--- config.mk ---
export PLATFORM = sky130hd
export DESIGN_NAME = timer_bank
export DESIGN_NICKNAME = d
export VERILOG_FILES = /design/src/rtl/timer_bank_pkg.sv /design/src/rtl/timer_channel.sv /design/src/rtl/timer_bank.sv
export SDC_FILE = /design/constraint.sdc
export NUM_CORES = 1
export LEC_CHECK = 0
export ABC_AREA = 0
export BUFFER_PORTS_ARGS = -buffer_cell sky130_fd_sc_hd__buf_2
export CAP_MARGIN = 15
export CORE_MARGIN = 2
export CORE_UTILIZATION = 58
export DETAILED_ROUTE_END_ITERATION = 12
export PLACE_DENSITY = 0.89
export SLEW_MARGIN = 20
export SYNTH_ARGS = -nofsm -noshare
export SYNTH_HDL_FRONTEND = slang
export SYNTH_HIERARCHICAL = 1
export SYNTH_SLANG_ARGS = --single-unit
--- constraint.sdc ---
create_clock -name CLK -period 2.3 [get_ports CLK]
set_clock_uncertainty 0.1 [all_clocks]
set_input_delay 0.46 -clock CLK [delete_from_list [all_inputs] [get_ports CLK]]
set_output_delay 0.46 -clock CLK [all_outputs]
set_load 0.05 [all_outputs]
--- src/rtl/timer_bank_pkg.sv ---
// Shared definitions for the timer bank: channel state encoding and the
// default period offered to instantiators that need a fixed delay.
package timer_bank_pkg;

    localparam int unsigned TIMR_STATE_W = 2;

    typedef enum logic [TIMR_STATE_W-1:0] {
        TIMR_IDLE_S  = 2'd0,
        TIMR_COUNT_S = 2'd1
    } timr_state_e;

    // Default period for instantiators that tie PERIOD to a constant
    localparam int unsigned TIMR_DEF_PERIOD_C = 1000;

endpackage

--- src/rtl/timer_channel.sv ---
// Single timer channel: one-shot or auto-reload counter with retrigger and
// cancel, emitting a one-cycle registered pulse on terminal count.
//   CLK      system clock, rising edge
//   RST      synchronous active-high reset
//   start    start/retrigger strobe (latches period and periodic)
//   stop     cancel strobe, wins over start
//   periodic mode sampled with start: 1 = auto-reload, 0 = one-shot
//   period   period sampled with start; 0 behaves as 1
//   pulse    registered terminal-count pulse
//   busy     registered, high while counting
//   pulse_c  combinational terminal condition (next value of pulse)
module timer_channel
    import timer_bank_pkg::*;
#(
    parameter int unsigned CNT_W = 21
) (
    input  logic             CLK,
    input  logic             RST,
    input  logic             start,
    input  logic             stop,
    input  logic             periodic,
    input  logic [CNT_W-1:0] period,
    output logic             pulse,
    output logic             busy,
    output logic             pulse_c
);

    timr_state_e      state;
    logic [CNT_W-1:0] count;
    logic [CNT_W-1:0] period_q;
    logic             periodic_q;

    // Terminal count fires only if neither a cancel nor a retrigger arrives
    assign pulse_c = (state == TIMR_COUNT_S) && (count == period_q) && !start && !stop;

    // Channel state machine
    always_ff @(posedge CLK) begin
        if (RST) begin
            state      <= TIMR_IDLE_S;
            count      <= '0;
            period_q   <= '0;
            periodic_q <= 1'b0;
            pulse      <= 1'b0;
            busy       <= 1'b0;
        end else begin
            pulse <= pulse_c;
            if (stop) begin
                state <= TIMR_IDLE_S;
                busy  <= 1'b0;
                count <= '0;
            end else if (start) begin
                state      <= TIMR_COUNT_S;
                busy       <= 1'b1;
                count      <= CNT_W'(1);
                // Counter starts at 1, so a zero period is promoted to 1
                period_q   <= (period == '0) ? CNT_W'(1) : period;
                periodic_q <= periodic;
            end else if (state == TIMR_COUNT_S) begin
                if (count == period_q) begin
                    if (periodic_q) begin
                        count <= CNT_W'(1);
                    end else begin
                        state <= TIMR_IDLE_S;
                        busy  <= 1'b0;
                        count <= '0;
                    end
                end else begin
                    count <= count + CNT_W'(1);
                end
            end
        end
    end

endmodule

--- src/rtl/timer_bank.sv ---
// Bank of independent timer channels used as the shared delay/tick source
// for the control FSMs.
//   CLK        system clock, rising edge
//   RST        synchronous active-high reset
//   START      per-channel start/retrigger strobe
//   STOP       per-channel cancel strobe
//   PERIODIC   per-channel mode, sampled with START
//   PERIOD     per-channel period, channel i at [i*CNT_W +: CNT_W]
//   PULSE      per-channel registered terminal-count pulse
//   BUSY       per-channel counting indicator
//   ANY_PULSE  registered OR of all channel pulses, coincident with PULSE
module timer_bank
    import timer_bank_pkg::*;
#(
    parameter int unsigned NUM_CH = 4,
    parameter int unsigned CNT_W  = 21
) (
    input  logic                    CLK,
    input  logic                    RST,
    input  logic [NUM_CH-1:0]       START,
    input  logic [NUM_CH-1:0]       STOP,
    input  logic [NUM_CH-1:0]       PERIODIC,
    input  logic [NUM_CH*CNT_W-1:0] PERIOD,
    output logic [NUM_CH-1:0]       PULSE,
    output logic [NUM_CH-1:0]       BUSY,
    output logic                    ANY_PULSE
);

    logic [NUM_CH-1:0] pulse_c;

    // One channel per bit
    for (genvar i = 0; i < NUM_CH; i++) begin : g_ch
        timer_channel #(
            .CNT_W (CNT_W)
        ) u_ch (
            .CLK      (CLK),
            .RST      (RST),
            .start    (START[i]),
            .stop     (STOP[i]),
            .periodic (PERIODIC[i]),
            .period   (PERIOD[i*CNT_W +: CNT_W]),
            .pulse    (PULSE[i]),
            .busy     (BUSY[i]),
            .pulse_c  (pulse_c[i])
        );
    end

    // Built from the channels' next-pulse terms so it lines up with PULSE
    always_ff @(posedge CLK) begin
        if (RST) begin
            ANY_PULSE <= 1'b0;
        end else begin
            ANY_PULSE <= |pulse_c;
        end
    end

endmodule
* Word level (Yosys, flattened, before mapping) *
Index checks and enable logic that the tools add are counted.

word-level totals
  input bits = 98
  ROM bits = 0
  flip-flop bits (word level) = 185
  latch bits = 0
  output and inout bits = 9
  RAM bits = 0
  memories kept = 0

cells by class
  reductions and logical operators = 49
  divide/modulo/power cells = 0
  equal/unequal tests = 8
  multiplexer cells = 52
  bitwise gates (word level) = 4
  $add $sub $neg = 4
  magnitude comparators = 0
  multiply operators = 0
  shift operators = 0

operators with widths
  cell                                                             count
  21-bit 2-to-1 mux                                                8
  21-bit by 1-bit adder with 21-bit output, second input constant  4
  21-bit equality test                                             4
  21-bit logical NOT                                               4
  1-bit 2-to-1 mux                                                 44
  2-bit nonzero test                                               8
  1-bit logical AND                                                12
  3-bit AND reduction                                              4
  3-bit OR reduction                                               4
  1-bit logical NOT                                                8
  2-bit inequality test, second input constant                     4
  2-bit AND reduction                                              4
  2-bit OR reduction                                               4
  1-bit NOT                                                        4
  4-bit OR reduction                                               1

* Logic depth before layout (Yosys ltp) *
  depth in word-level cells = 5
  gate-level depth with buffers = 7
  gate-level depth less buffers = 7

* Modules after synthesis *
Netlist, hierarchy kept.

by module, submodules not included
  module         area an instance (µm²)  cells each  instances
  timer_channel  2047.0                  243         4
  timer_bank     30.0                    3           1

* Worst setup path before layout *
No wires, ideal clock.

  kind = flip-flop to flip-flop
  start = register g_ch[0].u_ch.state[0]
  end = register g_ch[0].u_ch.count[19]
  buffers on the path = 1
  path slack = 235 ps
  arrival time = 1850 ps
  data required time = 2086 ps
  stages on the path, launching flop included = 7
  library setup time = 114 ps
  cell sequence = dfxtp_1 > buf_4 > nand3_1 > nor4_1 > nand4_1 > xor2_1 > nor2_1

RTL lines
  what                      RTL line             source
  start: declaration        timer_channel.sv:28  timr_state_e state;
  start signal: assignment  timer_channel.sv:39  state <= TIMR_IDLE_S;
  start signal: assignment  timer_channel.sv:48  state <= TIMR_IDLE_S;
  start signal: assignment  timer_channel.sv:52  state <= TIMR_COUNT_S;
  end signal: assignment    timer_channel.sv:68  count <= count + CNT_W'(1);
  end: declaration          timer_channel.sv:29  logic [CNT_W-1:0] count;

* Final worst setup path *
  start = register g_ch[3].u_ch.count[3]
  end = register ANY_PULSE

on the way
  cells in the longest elaborated chain, start to end = 5

RTL lines
  what                             RTL line             source
  start: declaration               timer_channel.sv:29
  start signal: assignment         timer_channel.sv:68
  21-bit equality test             timer_channel.sv:34  assign pulse_c = (state == TIMR_COUNT_S) && (count == period_q) && !start && !stop;
  1-bit logical AND (3 in series)  timer_channel.sv:34
  via pulse_c[3]                   timer_bank.sv:29     logic [NUM_CH-1:0] pulse_c;
  4-bit OR reduction               timer_bank.sv:53     ANY_PULSE <= |pulse_c;
  end signal: assignment           timer_bank.sv:53
  end: declaration                 timer_bank.sv:26     output logic ANY_PULSE

The timed path passes the listed nets, and every way through them passes these cells.
A chain may end at the register's enable or synchronous reset.

==> metrics.txt <==
status finished, final reports clean; Final Hold Fails 0; crit path max fanout 5; synth warn 6; pin count of the biggest net entering global routing 42; Initial Utilization 0.592; CTS root buffer clkbuf_16; post-cts resize count 0; share of layout cells above drive strength 1 0.167; First-pass DRT Iterations 5; CTS tree yes; clock sinks 181; WL final 19800 µm; Syn Nets 1077; max-slew violations 0; nets 1200; global-route wire length before repair 32400 µm; combinational share of power 0.082; Synth Area per Inst 8.43 µm²; met3 WL post-DR 1200 µm; initial antenna violation count 0; Worst setup EP type flip-flop; Die Height 123 µm; Ports 107; total negative slack 0 ns; Period Utilization, post-route 0.891; max_cap viols 0; most frequent cells in the layout nand2_1 (200), dfxtp_1 (181), xor2_1 (140); TritonCTS buffer count 17; fin util 0.700; die area 0.0151 mm²; vias per cell 5.65; die span in x 123 µm; Max VDD drop 0.000693 V; sequential-to-total area share from yosys stat 0.441; clock transition at the registers of the reported paths 0.07 ns; DRC 0; Worst Hold Class in2reg; synthesis-to-layout area growth 18.2%; number of H-tree levels 4; commonest non-fill, non-tap cell in the layout nand2_1; Critical-path top delay cell nor4_1; CP startpoint kind flip-flop; Sw Ratio 0.231; met1 WL 8690 µm; CTS Buffer Depth 2; Worst Path Class, Setup reg2reg; cts hold-fix bufs 0; FILL cells 1046; core area 0.0139 mm²; post-CTS setup buffers 0; flop2flop setup slack 0.25 ns; Tmin final 2.05 ns; wire length on met2 9400 µm; Antenna diodes 0; Routed Antenna Nets 0; switching pwr 1640 µW; Pleak 0.00408 µW; RD Place Congestion 0.829; vias in the first global route 6954; synth unique cells 29; routed wire length per instance 15.3 µm; RSZ-0062 raised after global routing false; worst skew pair latency 0.43 ns; via count 7300; synthesized area 0.00822 mm²; Setup Viol. Count Final 0; CP arrival 2.32 ns; critical-path cell list xor2_1 > nor4_1 > nand2_1 > nor2_1 > nor4b_1 > nor4_1 > nor2_1; pwr dens 732 mW/mm²; relative slew slack 0.617; Synth Instances 975; dpl hpwl 14000 µm; Clk pwr share 0.455; number of synthesized register bits 181; slowest stage delay, CP 0.39 ns; Tightest Pin Transition 0.570 ns; Flop pwr share 0.463; DR iter-0 viols 449; top sig layer met4; internal power 5460 µW; overall routing resource usage 0.272; CP required 2.57 ns; placement row count 43; port buffer count 106; total gr overflow 0; f_max 488 MHz
## synth_stat cells
cell,instances,share of area
xor2_1,140,0.15
nor4_2,8,0.012
a21boi_0,4,0.0037
nand2_1,200,0.091
inv_1,12,0.0055
o31ai_4,4,0.010
clkbuf_1,24,0.011
dfxtp_1,181,0.44
nor2_1,109,0.050
nor3b_1,4,0.0037
nand4_2,4,0.0061
ha_1,4,0.0061
a311oi_1,4,0.0043
and4_1,8,0.0085
nor4_1,37,0.028
o21ai_0,4,0.0024
and3_1,20,0.015
buf_6,4,0.0055
a21oi_1,88,0.054
o2111ai_1,4,0.0043
o211ai_1,4,0.0037
nor4b_1,4,0.0043
xnor2_1,20,0.021
nor3_1,20,0.012
nand4_1,28,0.021
nand3_1,20,0.012
o31ai_1,4,0.0037
nand2b_1,8,0.0061
buf_4,4,0.0037
## routing by layer
metal,GRT usage,vias to the layer above
li1,-,3572
met1,0.347,3417
met2,0.455,268
met3,0.0507,43
met4,0.112,0
met5,0,-
## area by class of cell
cell class              instances  area (µm²)  share of cell area
inverters                      12        45.0             0.00464
clock buffers                  21         470              0.0484
multi-input cells             750        4400               0.453
repair buffers                136         756              0.0778
well taps                     180         225              0.0232
flip-flops and latches        181        3620               0.373
clock inverters                11         196              0.0202
## metrics by stage
step	area, µm²	total power (µW)	hold WS, ns	cells	setup WS (ns)
after global routing	9710	7330	0.175	1291	0.0319
after floorplan	8220	3690	0.342	975	0.235
after CTS	9700	7120	0.157	1291	0.117
after detailed placement	9030	3930	0.361	1259	0.132
after global placement	9030	3910	0.355	1259	0.148
final	9710	7110	0.171	1291	0.250
## sequential cells by signal, indices dropped and copies added, names as in the netlist
signal	flops
g_ch.u_ch/count	84
g_ch.u_ch/period_q	84
g_ch.u_ch/state	4
g_ch.u_ch/periodic_q	4
g_ch.u_ch/pulse	4
ANY_PULSE	1
## worst paths after layout
kind	start	endpoint	cells past startpoint
max	g_ch[3].u_ch/count[3]$_SDFFE_PP0P_	ANY_PULSE$_SDFF_PP0_	7
min	PERIOD[45]	g_ch[2].u_ch/period_q[3]$_SDFFE_PP0P_	3
max reg2reg	g_ch[3].u_ch/count[3]$_SDFFE_PP0P_	ANY_PULSE$_SDFF_PP0_	7
min reg2reg	g_ch[0].u_ch/period_q[9]$_SDFFE_PP0P_	g_ch[0].u_ch/period_q[9]$_SDFFE_PP0P_	2
## worst max-delay path, delay by kind of cell (launching register included)
| kind | cells | cell delay, ns |
|---|---|---|
| xor+xnor | 1 | 0.20 |
| flops | 1 | 0.36 |
| simple gates | 6 | 1.34 |
## kinds of logic (layout without fill, tap and decap cells)
kind of cell	Yosys count	count (layout)	share of synthesized area
AND/OR/NAND/NOR	470	470	0.271
flip-flops	181	181	0.441
AO/OA/AOI/OAI	116	116	0.0859
XOR/XNOR	160	160	0.171
buffers and inverters	44	180	0.0256
adder cells (fa/ha/maj)	4	4	0.00609
## power groups by stage
stage	registers [µW]	logic [µW]	clock network [µW]
4_1_cts	3290	578	3260
3_3_place_gp	3350	558	0
2_1_floorplan	3350	344	0
5_1_grt	3290	647	3390
6_report	3290	584	3240
3_5_place_dp	3360	571	0
(Power assumes the default switching activity.)
